### src/rtl/sgd_loss_monitor.sv
// Squares the SGD error stream, accumulates one epoch of DP samples into an MSE and halts training
// on convergence or epoch limit. Define PATIENCE_EN to add best-loss tracking and a stall halt.
module sgd_loss_monitor #(
  parameter int unsigned          BITS       = 16,
  parameter int unsigned          FRAC       = 8,
  parameter int unsigned          DP         = 4,
  parameter int unsigned          LOG2_DP    = 2,
  parameter int unsigned          ACC_BITS   = 32,
  parameter logic [ACC_BITS-1:0]  THRESH     = 32'h10,
  parameter int unsigned          MAX_EPOCHS = 1000,
  parameter int unsigned          EPOCH_W    = 16,
  parameter int unsigned          PATIENCE   = 3
) (
  input  logic                CLK,
  input  logic                RST_N,
  input  logic                start,
  input  logic                err_valid,
  input  logic [BITS-1:0]     err_in,
  output logic                err_ready,
  output logic                loss_valid,
  output logic [ACC_BITS-1:0] loss_out,
  output logic [EPOCH_W-1:0]  epoch_cnt,
  output logic                halt,
  output logic                converged,
  output logic                stalled,
  output logic                overrun
);

  localparam int unsigned ProdW = 2 * BITS;
  localparam int unsigned SumW  = ((ProdW > ACC_BITS) ? ProdW : ACC_BITS) + 1;
  localparam int unsigned CntW  = LOG2_DP + 1;

  typedef enum logic [2:0] {StIdle, StRun, StDrain, StReduce, StDone} state_e;

  state_e                     state_q, state_d;
  logic [CntW-1:0]            cnt_q, cnt_d;
  logic [1:0]                 drain_q, drain_d;
  logic                       s1_valid_q, s1_valid_d;
  logic signed [BITS-1:0]     s1_err_q, s1_err_d;
  logic                       s2_valid_q, s2_valid_d;
  logic [ProdW-1:0]           s2_sq_q, s2_sq_d;
  logic [ACC_BITS-1:0]        acc_q, acc_d;
  logic                       loss_valid_q, loss_valid_d;
  logic [ACC_BITS-1:0]        loss_out_q, loss_out_d;
  logic [EPOCH_W-1:0]         epoch_q, epoch_d;
  logic                       conv_q, conv_d;
  logic                       overrun_q, overrun_d;

  logic                       accept;
  logic signed [ProdW-1:0]    err_ext, prod;
  logic [ProdW-1:0]           sq;
  logic [SumW-1:0]            sum;
  logic [ACC_BITS-1:0]        acc_sat;
  logic [ACC_BITS-1:0]        mse;
  logic [EPOCH_W-1:0]         epoch_inc;

`ifdef PATIENCE_EN
  localparam int unsigned StallW = $clog2(PATIENCE + 1);
  logic [ACC_BITS-1:0] best_q, best_d;
  logic [StallW-1:0]   stall_cnt_q, stall_cnt_d, stall_cnt_nx;
  logic                stalled_q, stalled_d;
  logic                improved;
`endif

  assign err_ready  = (state_q == StRun);
  assign halt       = (state_q == StDone);
  assign accept     = err_valid && err_ready;
  assign loss_valid = loss_valid_q;
  assign loss_out   = loss_out_q;
  assign epoch_cnt  = epoch_q;
  assign converged  = conv_q;
  assign overrun    = overrun_q;

  // Square of a signed value is non-negative, so the shifted product fits unsigned.
  assign err_ext = ProdW'(s1_err_q);
  assign prod    = err_ext * err_ext;
  assign sq      = prod >>> FRAC;

  assign sum     = SumW'(acc_q) + SumW'(s2_sq_q);
  assign acc_sat = (|sum[SumW-1:ACC_BITS]) ? '1 : sum[ACC_BITS-1:0];

  assign mse       = acc_q >> LOG2_DP;
  assign epoch_inc = epoch_q + EPOCH_W'(1);

`ifdef PATIENCE_EN
  assign improved     = (mse < best_q);
  assign stall_cnt_nx = improved ? '0 : stall_cnt_q + StallW'(1);
  assign stalled      = stalled_q;
`else
  logic unused_patience;
  assign unused_patience = ^PATIENCE;
  assign stalled         = 1'b0;
`endif

  always_comb begin
    state_d      = state_q;
    cnt_d        = cnt_q;
    drain_d      = drain_q;
    s1_valid_d   = accept;
    s1_err_d     = accept ? err_in : s1_err_q;
    s2_valid_d   = s1_valid_q;
    s2_sq_d      = s1_valid_q ? sq : s2_sq_q;
    acc_d        = s2_valid_q ? acc_sat : acc_q;
    loss_valid_d = 1'b0;
    loss_out_d   = loss_out_q;
    epoch_d      = epoch_q;
    conv_d       = conv_q;
    overrun_d    = overrun_q;
`ifdef PATIENCE_EN
    best_d       = best_q;
    stall_cnt_d  = stall_cnt_q;
    stalled_d    = stalled_q;
`endif

    if (err_valid && !err_ready && (state_q inside {StRun, StDrain, StReduce})) begin
      overrun_d = 1'b1;
    end

    unique case (state_q)
      StIdle: begin
      end
      StRun: begin
        if (accept) begin
          cnt_d = cnt_q + CntW'(1);
          if (cnt_q == CntW'(DP - 1)) begin
            state_d = StDrain;
            drain_d = '0;
          end
        end
      end
      StDrain: begin
        // Three cycles covers S1 -> S2 -> acc for the final sample.
        if (drain_q == 2'd2) state_d = StReduce;
        else                 drain_d = drain_q + 2'd1;
      end
      StReduce: begin
        loss_out_d   = mse;
        loss_valid_d = 1'b1;
        epoch_d      = epoch_inc;
`ifdef PATIENCE_EN
        stall_cnt_d  = stall_cnt_nx;
        if (improved) best_d = mse;
`endif
        if (mse <= THRESH) begin
          conv_d  = 1'b1;
          state_d = StDone;
        end
`ifdef PATIENCE_EN
        else if (stall_cnt_nx == StallW'(PATIENCE)) begin
          stalled_d = 1'b1;
          state_d   = StDone;
        end
`endif
        else if (epoch_inc == EPOCH_W'(MAX_EPOCHS)) begin
          state_d = StDone;
        end else begin
          acc_d   = '0;
          cnt_d   = '0;
          state_d = StRun;
        end
      end
      StDone: begin
      end
      default: state_d = StIdle;
    endcase

    if (start) begin
      state_d      = StRun;
      cnt_d        = '0;
      drain_d      = '0;
      s1_valid_d   = 1'b0;
      s2_valid_d   = 1'b0;
      acc_d        = '0;
      loss_valid_d = 1'b0;
      loss_out_d   = '0;
      epoch_d      = '0;
      conv_d       = 1'b0;
      overrun_d    = 1'b0;
`ifdef PATIENCE_EN
      best_d       = '1;
      stall_cnt_d  = '0;
      stalled_d    = 1'b0;
`endif
    end
  end

  always_ff @(posedge CLK or negedge RST_N) begin
    if (!RST_N) begin
      state_q      <= StIdle;
      cnt_q        <= '0;
      drain_q      <= '0;
      s1_valid_q   <= 1'b0;
      s1_err_q     <= '0;
      s2_valid_q   <= 1'b0;
      s2_sq_q      <= '0;
      acc_q        <= '0;
      loss_valid_q <= 1'b0;
      loss_out_q   <= '0;
      epoch_q      <= '0;
      conv_q       <= 1'b0;
      overrun_q    <= 1'b0;
`ifdef PATIENCE_EN
      best_q       <= '1;
      stall_cnt_q  <= '0;
      stalled_q    <= 1'b0;
`endif
    end else begin
      state_q      <= state_d;
      cnt_q        <= cnt_d;
      drain_q      <= drain_d;
      s1_valid_q   <= s1_valid_d;
      s1_err_q     <= s1_err_d;
      s2_valid_q   <= s2_valid_d;
      s2_sq_q      <= s2_sq_d;
      acc_q        <= acc_d;
      loss_valid_q <= loss_valid_d;
      loss_out_q   <= loss_out_d;
      epoch_q      <= epoch_d;
      conv_q       <= conv_d;
      overrun_q    <= overrun_d;
`ifdef PATIENCE_EN
      best_q       <= best_d;
      stall_cnt_q  <= stall_cnt_d;
      stalled_q    <= stalled_d;
`endif
    end
  end

endmodule
### config.mk
export PLATFORM = sky130hd
export DESIGN_NAME = sgd_loss_monitor
export DESIGN_NICKNAME = d
export VERILOG_FILES = /design/src/rtl/sgd_loss_monitor.sv
export SDC_FILE = /design/constraint.sdc
export NUM_CORES = 1
export LEC_CHECK = 0
export ABC_AREA = 1
export BUFFER_PORTS_ARGS = -buffer_cell sky130_fd_sc_hd__buf_2
export CAP_MARGIN = 5
export CORE_MARGIN = 1.5
export CORE_UTILIZATION = 45
export CTS_CLUSTER_DIAMETER = 120
export DETAILED_ROUTE_END_ITERATION = 16
export HOLD_SLACK_MARGIN = 0.08
export PLACE_DENSITY_LB_ADDON = 0.12
export SLEW_MARGIN = 20
export SYNTH_ARGS = -nofsm -noshare
export SYNTH_HDL_FRONTEND = slang
export SYNTH_SLANG_ARGS = --single-unit
export TNS_END_PERCENT = 5
### constraint.sdc
create_clock -name CLK -period 6.3 [get_ports CLK]
set_clock_uncertainty 0.2 [all_clocks]
set_input_delay 0.945 -clock CLK [delete_from_list [all_inputs] [get_ports CLK]]
set_output_delay 0.945 -clock CLK [all_outputs]
set_load 0.1 [all_outputs]
Yosys cells after proc, flatten, opt, wreduce, memory -nomap -nowiden
Cells that the tools add are included.
{"block": "op_classes", "bitwise": 0, "mux": 36, "addsub": 4, "n_div": 0, "n_lt_le_gt_ge": 1, "shift": 0, "eq_ne": 14, "multipliers": 1, "n_reduce_logical": 16}
{"op": "32-bit two-way mux", "n": 8}
{"op": "32-bit by 32-bit adder with 33-bit output", "n": 1}
{"op": "16-bit by 16-bit multiplier with 32-bit output", "n": 1}
{"op": "16-bit two-way mux", "n": 2}
{"op": "30-bit by 5-bit <= comparator with 1-bit output, second input constant", "n": 1}
{"op": "3-bit two-way mux", "n": 10}
{"op": "16-bit by 1-bit adder with 16-bit output, second input constant", "n": 1}
{"op": "16-bit by 10-bit equality test with 1-bit output, second input constant", "n": 1}
{"op": "3-bit case mux with 4 select lines", "n": 1}
{"op": "4-bit AND reduction", "n": 3}
{"op": "3-bit by 2-bit equality test with 1-bit output, second input constant", "n": 3}
{"op": "1-bit two-way mux", "n": 9}
{"op": "3-bit by 2-bit != test with 1-bit output, second input constant", "n": 3}
{"op": "3-bit != test, second input constant", "n": 3}
{"op": "3-bit nonzero test", "n": 3}
{"op": "2-bit two-way mux", "n": 4}
{"op": "3-bit case mux with 2 select lines", "n": 1}
{"op": "2-bit nonzero test", "n": 3}
{"op": "2-bit case mux with 2 select lines", "n": 1}
{"op": "3-bit by 1-bit adder with 3-bit output, second input constant", "n": 1}
{"op": "3-bit by 1-bit equality test with 1-bit output, second input constant", "n": 1}
{"op": "3-bit equality test, second input constant", "n": 1}
{"op": "1-bit logical AND", "n": 3}
{"op": "3-bit logical NOT", "n": 1}
{"op": "other kinds (6)", "n": 6}
{"block": "word_totals", "mem_bits_rw": 0, "rom_bits": 0, "in_bits": 20, "n_memories": 0, "regBits": 133, "latchBits": 0, "elab_cells": 85, "output_inout_bits": 54}

Longest topological paths before layout
Gate-level depths: netlist of the first run.
{"block": "logic_depth", "ltp_word": 7, "mapped_depth": 28, "mapped_depth_nobuf": 26}

Least setup slack after synthesis of the first run
OpenSTA, ideal clock, no wires.
{"block": "synth_timing", "path_type": "register -> register", "startpoint": "reg s1_err_q[1]", "endpoint": "reg s2_sq_q[23] (netlist name)", "arrival_time_ns": 5.853, "setup_slack_ns": 0.129, "path_stages_with_launch": 27, "path_buffers": 2, "setup_ns": 0.118, "path_cell_list": "dfrtp_1 -> buf_4 -> clkbuf_1 -> nand2_1 -> inv_1 -> fa_1 -> inv_1 -> fa_1 -> inv_1 -> fa_1 -> inv_1 -> fa_1 -> inv_1 -> fa_1 -> inv_1 -> fa_1 -> inv_1 -> ha_1 -> inv_1 -> nor3_1 -> nand2_1 -> nor3_1 -> nand2_1 -> nand2_1 -> nand3_1 -> nand3_1 -> nand2_1"}
{"block": "synth_via", "elab_chain_len": 1}
{"item": "start: declaration", "line_no": "39", "source": "logic signed [BITS-1:0] s1_err_q, s1_err_d;"}
{"item": "start signal: assignment", "line_no": "212", "source": "s1_err_q <= s1_err_d;"}
{"item": "16-bit by 16-bit multiplier with 32-bit output", "line_no": "76", "source": "assign prod = err_ext * err_ext;"}
No other way between the ends.
A chain may end at the register's enable or synchronous reset.

Worst setup path in the final report of the first run
{"block": "layout_timing", "startpoint": "reg s1_err_q[5]", "endpoint": "reg s2_sq_q[15]"}
{"block": "layout_via", "elab_chain_len": 1}
{"item": "16-bit by 16-bit multiplier with 32-bit output", "line_no": "76"}
{"item": "end signal: assignment", "line_no": "214", "source": "s2_sq_q <= s2_sq_d;"}
{"item": "end: declaration", "line_no": "41", "source": "logic [ProdW-1:0] s2_sq_q, s2_sq_d;"}
No other way between the ends.

==> qor.txt, run 1 <==
Layout cell share with drive strength beyond 1 -> 0.116
Worst min path class -> reg2reg
Combinational family with the most area after synthesis -> adder cells
Post-Route M1 WL -> 20700 um
Relative max-transition margin -> 0.454
Basic-gate share of the synthesized area counting and, or, nand and nor cells -> 0.227
Utilization of the core after routing -> 0.505
Port Buffer Count -> 70
MaxCap Viol Count -> 0
Max frequency -> 165 MHz
Die width -> 201 um
Total routing resource utilization after global routing -> 0.237
Final number of setup-violating endpoints -> 0
Top Ports -> 74
Longest Clk Path Bufs -> 2
Critical path capture point type -> flop
Total CTS buffers -> 17
Startpoint of the lowest-slack hold path -> loss_out[11]$_DFFE_PN0P_
Proportion of synthesized area in mux cells -> 0.00192
Hold buffer count at CTS -> 0
Minimum period implied by the final worst setup slack -> 6050 ps
Data arrival time of the critical path -> 6190 ps
HPWL after detailed placement -> 38400 um
Final Hold Slack -> 276 ps
Initial core utilization -> 0.455
Post-layout net count -> 2746
Share of synthesized flip-flops with an asynchronous set or reset -> 1.00
Number of detailed-routing iterations run before antenna repair -> 7
Post-synthesis instance total -> 2275
R2R Path End -> s2_sq_q[15]$_DFFE_PN0P_
Clk slew on worst S/H paths -> 80 ps
Max-slew violation count -> 0
Fraction of synthesized cell area taken by the top area cell type -> 0.269
Post-Route WL -> 45200 um
Final number of hold-violating endpoints -> 0
Unrepaired setup endpoints after global routing -> yes
Worst Setup Start Kind -> flop
Number of flops mapped to enable cells by yosys -> 0
Worst-margin pin slew -> 818 ps
Count of synthesis-stage warnings from yosys -> 0
Commonest cells after routing, fill and taps aside -> 552 x inv_1, 490 x nand2_1, 234 x fa_1
Hold path depth -> 2
Wire length of the first global-routing pass -> 75800 um
Layout area overhead -> 10.9%
Final weighted congestion of routability-driven global placement -> 0.912
Most area-hungry cell type in the Yosys netlist -> fa_1
Compound-cell area share of the yosys netlist -> 0.0719
Data required time at the worst endpoint -> 6430 ps
Status -> completed
Max layer used -> met4
Filler cell count in the final layout -> 3948
Die outline area -> 0.0402 mm^2
Worst hold path endpoint -> loss_out[11]$_DFFE_PN0P_
Adder-cell area share of the yosys netlist -> 0.358
Total number of vias -> 14000
Largest net degree at the start of global routing -> 89
Reg2Reg Depth -> 21
Antenna Cells -> 0
Area of the mapped netlist -> 0.0176 mm^2
Leading cell type in the layout, fill and taps excluded -> inv_1
Area occupied by multi-input gates -> 0.0120 mm^2
Floorplan core area -> 0.0386 mm^2
Number of nets still failing antenna checks after routing -> 0
Sinks on the clock net -> 131
Unique masters post-synth -> 49
Drt via density -> 4.85
Largest driver fanout on the critical path -> 11
Critical R2R Launch -> s1_err_q[5]$_DFFE_PN0P_
Depth of the CTS H-tree -> 4
Met2 WL -> 22300 um
Flops & latches, synth -> 131
Final instance area -> 0.0195 mm^2
Via count of the first global-routing pass -> 15000
Antenna violations before repair -> 0
Chip Height -> 201 um
Area after DPL -> 0.0187 mm^2
Slack of the worst reg-to-reg path -> 250 ps
Sequential Area -> 0.00329 mm^2
Detailed-route wire length per cell -> 15.6 um
Aggregate global routing overflow -> 0
Final critical-path share of the clock period -> 0.961
FP Rows -> 72
Initial DRC Count -> 573
Detail Route met3 WL -> 1210 um
Remaining routing DRC violations -> 0
TritonCTS clock tree -> done
Insertion delay to the later sink of the worst-skew pair -> 450 ps
XOR/XNOR Fraction of Synth Area -> 0.0180
Flip-flop cell with the highest count after synthesis -> dfrtp_1
Top cells by area in the synthesized netlist -> fa_1 27%, dfrtp_1 19%, inv_1 12%
Clock root buffer -> clkbuf_16
Fraction of the yosys area taken by sequential cells -> 0.187
Per-instance average area after synthesis -> 7.72 um^2
Crit path kind -> reg2reg
[sequential cells by signal, summed over array words and instances (netlist names), 2 cells and up]
name,cells
acc_q,32
epoch_cnt,16
drain_q,2
cnt_q,3
s1_err_q,16
state_q,3
s2_sq_q,24
loss_out,30
[logic make-up (layout without fill, tap and decap cells)]
group,count (synthesis),after routing
buffers and inverters,615,716
other,1,3
DFF,131,131
and+or+nand+nor,899,899
AOI/OAI and AO/OA,229,229
muxes,3,3
xor gates and xnor gates,36,36
adders and majority gates,361,361
[synth_stat cells, types with 2 or more instances]
| library cell | number |
|---|---|
| nand2b_1 | 2 |
| nor2_1 | 174 |
| a2111oi_0 | 2 |
| nor2_4 | 3 |
| buf_2 | 3 |
| o21ai_0 | 89 |
| buf_4 | 7 |
| xor2_1 | 23 |
| buf_12 | 3 |
| or2_2 | 11 |
| a21oi_1 | 88 |
| xnor2_1 | 13 |
| nand2_2 | 9 |
| a21o_1 | 4 |
| o21a_1 | 5 |
| a21boi_0 | 5 |
| nor3_1 | 16 |
| mux2_2 | 3 |
| buf_1 | 2 |
| fa_1 | 236 |
| nand2_1 | 490 |
| nand4_1 | 30 |
| dfrtp_1 | 131 |
| nand3b_1 | 4 |
| nand3_1 | 85 |
| nor4_1 | 4 |
| a31oi_1 | 8 |
| nor2_2 | 35 |
| inv_1 | 552 |
| clkbuf_1 | 47 |
| ha_1 | 125 |
| o21bai_1 | 9 |
| and3_1 | 3 |
| o22ai_1 | 10 |
| nand3_2 | 30 |
[worst max path at each step]
stage | start | end | slack, ps | cells after the start
after detailed placement | s1_err_q[5]$_DFFE_PN0P_ | s2_sq_q[22]$_DFFE_PN0P_ | -20 | 23
after CTS | s1_err_q[5]$_DFFE_PN0P_ | s2_sq_q[19]$_DFFE_PN0P_ | 60 | 23
after floorplan | s1_err_q[1]$_DFFE_PN0P_ | s2_sq_q[23]$_DFFE_PN0P_ | 130 | 26
after global placement | s1_err_q[5]$_DFFE_PN0P_ | s2_sq_q[22]$_DFFE_PN0P_ | 20 | 23
final | s1_err_q[5]$_DFFE_PN0P_ | s2_sq_q[15]$_DFFE_PN0P_ | 250 | 21
after global routing | s1_err_q[5]$_DFFE_PN0P_ | s2_sq_q[22]$_DFFE_PN0P_ | -30 | 23
[metrics by stage]
step / TNS (ps) / setup slack [ps] / std cells
2_1_floorplan: 0 / 129 / 2277
3_3_place_gp: 0 / 19.6 / 2864
3_5_place_dp: -26.3 / -24.7 / 2864
4_1_cts: 0 / 61.0 / 2896
5_1_grt: -44.0 / -26.1 / 2896
6_report: 0 / 248 / 2896
[worst max-delay path, stage by stage, from the launching register on]
cell and delay, ps:
dfrtp_2 510, inv_1 180, nand2_1 100, fa_1 540, inv_1 60, fa_1 540
inv_1 60, fa_1 530, inv_1 50, fa_1 510, fa_1 550, inv_1 50
fa_1 520, inv_1 40, ha_1 360, a21oi_1 220, o21ai_0 170, a21oi_2 220
nand3_1 120, or2_2 280, nand3_1 70, nand2_1 50
[routing by layer]
layer,track usage,up-vias
met5,0,-
met1,0.300,6667
met4,0.0717,0
met2,0.424,242
met3,0.0292,61
li1,-,7070
[layout make-up]
cell class | instances | area share
clock buffer | 21 | 0.0242
multi-input combinational | 1531 | 0.614
sequential | 131 | 0.169
inverter | 553 | 0.107
clock inverter | 11 | 0.0102
timing repair buffer | 131 | 0.0431
tap | 518 | 0.0333
[timing repair]
item,4_1_cts,5_1_grt
gates resized for setup,1,19
endpoints found under the setup margin,2,14
pin swaps,0,0
setup buffers,0,0
Power of run 1 is left out: the tool's default activity adds up to more than one toggle a clock period on the data nets, which glitch-free logic cannot reach.
==> inputs of run 2 (changes only) <==
Settings changed: CELL_PAD_IN_SITES_DETAIL_PLACEMENT set to 0, CELL_PAD_IN_SITES_GLOBAL_PLACEMENT set to 1, CORE_UTILIZATION 45 to 44.
==> run 2 against run 1 <==
Global-route usage grew 0.21 points. Non-clock buffer count rose by 11. Sequential share of layout area is essentially flat. Via count grew 1.6%. Hold slack better by 2.8 ps. Flip-flop and latch count is the same. Register-to-register slack got worse by 20 ps. Setup slack worse by 21 ps. Largest cell class unchanged. Count of clock-buffer cells in the layout is 2 lower. Final area about the same. Fmax is 0.34% lower. First-iteration DRC count increased by 20%.
==> qor.txt, run 2 (synthesis gave the netlist of run 1 again) <==
Number of cells in the finished layout apart from fillers -> 2906 (+0.35%)
Crit path kind -> reg2reg
Critical Path End -> s2_sq_q[17]$_DFFE_PN0P_
Final number of hold-violating endpoints -> 0 (unchanged)
Final critical-path share of the clock period -> 0.964 (+0.00326)
Launching instance or port of the critical path -> s1_err_q[9]$_DFFE_PN0P_
Worst-margin pin slew -> 997 ps (+179 ps)
Detailed-route wire length per cell -> 16.0 um (+2.5%)
Sinks on the clock net -> 131 (unchanged)
Hold buffer count at CTS -> 0 (unchanged)
Final weighted congestion of routability-driven global placement -> 0.889 (-2.5%)
Critical-path cell list -> buf_4 -> buf_4 -> nor2_1 -> fa_1 -> fa_1 -> fa_1 -> fa_1 -> fa_1 -> inv_1 -> fa_1 -> inv_1 -> ha_1 -> a21oi_1 -> o21a_1 -> a21boi_0 -> nand3_1 -> or2_2 -> nand3_1 -> nand2_1
Die width -> 203 um (+1.1%)
Data arrival time of the critical path -> 6200 ps (about the same)
Clk slew on worst S/H paths -> 60 ps (-20 ps)
HPWL after detailed placement -> 39200 um (+2.0%)
Number of detailed-routing iterations run before antenna repair -> 6 (-1)
Antenna violations before repair -> 0 (unchanged)
Largest net degree at the start of global routing -> 86 (-3.4%)
Antenna Cells -> 0 (unchanged)
Via count of the first global-routing pass -> 14900 (-0.68%)
Worst setup slack after layout -> 227 ps (-20.5 ps)
TritonCTS clock tree -> done
Wire length of the first global-routing pass -> 77300 um (+1.9%)
Reg2Reg Depth -> 19 (-9.5%)
Worst min path class -> reg2reg
Post-Route WL -> 46500 um (+2.8%)
Final number of setup-violating endpoints -> 0 (unchanged)
Insertion delay to the later sink of the worst-skew pair -> 460 ps (about the same)
Most frequent CP cell -> fa_1
Drt via density -> 4.91 (+1.2%)
Layout cell share with drive strength beyond 1 -> 0.123 (+0.00621)
Depth of the CTS H-tree -> 4 (unchanged)
Critical path capture point type -> flop
Remaining routing DRC violations -> 0 (unchanged)
Die outline area -> 0.0411 mm^2 (+2.2%)
Worst Setup Start Kind -> flop
Layout area overhead -> 11.0% (about the same)
Relative max-transition margin -> 0.335 (-0.119)
MaxCap Viol Count -> 0 (unchanged)
Floorplan core area -> 0.0390 mm^2 (+1.2%)
Final Hold Slack -> 278 ps (+2.81 ps)
R2R Path End -> s2_sq_q[17]$_DFFE_PN0P_
FP Rows -> 72 (unchanged)
Total number of vias -> 14300 (+1.6%)
Status -> completed
Total routing resource utilization after global routing -> 0.239 (+0.00214)
Top Ports -> 74 (unchanged)
Delay of the slowest cell on the worst path -> 550 ps (about the same)
Slowest cell on the critical path -> fa_1
Largest Register -> acc_q
Max reg flops -> 32 (unchanged)
Largest driver fanout on the critical path -> 8 (-3)
Leading cell type in the layout, fill and taps excluded -> inv_1
Commonest cells after routing, fill and taps aside -> 549 x inv_1, 490 x nand2_1, 235 x fa_1
Initial DRC Count -> 688 (+20%)
Aggregate global routing overflow -> 0 (unchanged)
Utilization of the core after routing -> 0.499 (-0.00551)
Data required time at the worst endpoint -> 6430 ps (about the same)
Clock root buffer -> clkbuf_16
Unrepaired setup endpoints after global routing -> yes
Chip Height -> 203 um (+1.1%)
Minimum period implied by the final worst setup slack -> 6070 ps (+20.5 ps)
Port Buffer Count -> 70 (unchanged)
Critical R2R Launch -> s1_err_q[9]$_DFFE_PN0P_
Total CTS buffers -> 17 (unchanged)
Max frequency -> 165 MHz (-0.34%)
Longest Clk Path Bufs -> 2 (unchanged)
Number of nets still failing antenna checks after routing -> 0 (unchanged)
Placed Cells -> 2875 (+0.38%)
Max-slew violation count -> 0 (unchanged)
Slack of the worst reg-to-reg path -> 230 ps (-20 ps)
Post-layout net count -> 2757 (+0.40%)
Post-Place Worst Slack -> 60.1 ps (+84.8 ps)
Initial core utilization -> 0.450 (-0.00526)
-- run 2: timing repair --
action                                  CTS  global route
buffers inserted                          0             0
gates resized for setup                   0            25
endpoints found under the setup margin    0            12
-- run 2: worst min-delay path by stage --
stage / from / end / slack (ps) / depth (start not counted)
3_5_place_dp: loss_out[8]$_DFFE_PN0P_ / loss_out[8]$_DFFE_PN0P_ / 270 / 2
6_report: loss_out[8]$_DFFE_PN0P_ / loss_out[8]$_DFFE_PN0P_ / 280 / 2
2_1_floorplan: cnt_q[2]$_DFFE_PN0P_ / cnt_q[2]$_DFFE_PN0P_ / 240 / 2
3_3_place_gp: cnt_q[2]$_DFFE_PN0P_ / cnt_q[2]$_DFFE_PN0P_ / 260 / 2
5_1_grt: loss_out[11]$_DFFE_PN0P_ / loss_out[11]$_DFFE_PN0P_ / 300 / 2
4_1_cts: loss_out[8]$_DFFE_PN0P_ / loss_out[8]$_DFFE_PN0P_ / 280 / 2
-- run 2: per-layer routing --
metal	global-route usage	wire length (um)	vias to the layer above
li1	-	-	7080
met4	0.0638	895	0
met2	0.414	22400	239
met5	0	0	-
met1	0.319	21900	6886
met3	0.0252	1300	53
-- run 2: area by class of cell --
class	instances	area (um^2)
fillers	3912	19500
multi-input cells	1531	11900
flip-flops and latches	131	3290
inverters	553	2080
repair buffers	142	922
well taps	518	648
clock buffers	19	443
clock inverters	12	156
-- run 2: worst max-delay path: cells and delay by family (launching register included) --
family	cells	cell delay (ps)
adders and majority gates	7	3450
and+or+nand+nor	5	720
AOI/OAI and AO/OA	3	660
DFF	1	490
buffers and inverters	4	440
-- run 2: per-stage QoR --
stage / cell area [um^2] / TNS [ps]
2_1_floorplan: 17600 / 0
3_3_place_gp: 18800 / 0
3_5_place_dp: 18800 / 0
4_1_cts: 19400 / 0
5_1_grt: 19500 / -40.0
6_report: 19500 / 0
Power of run 2 is left out for the same reason.
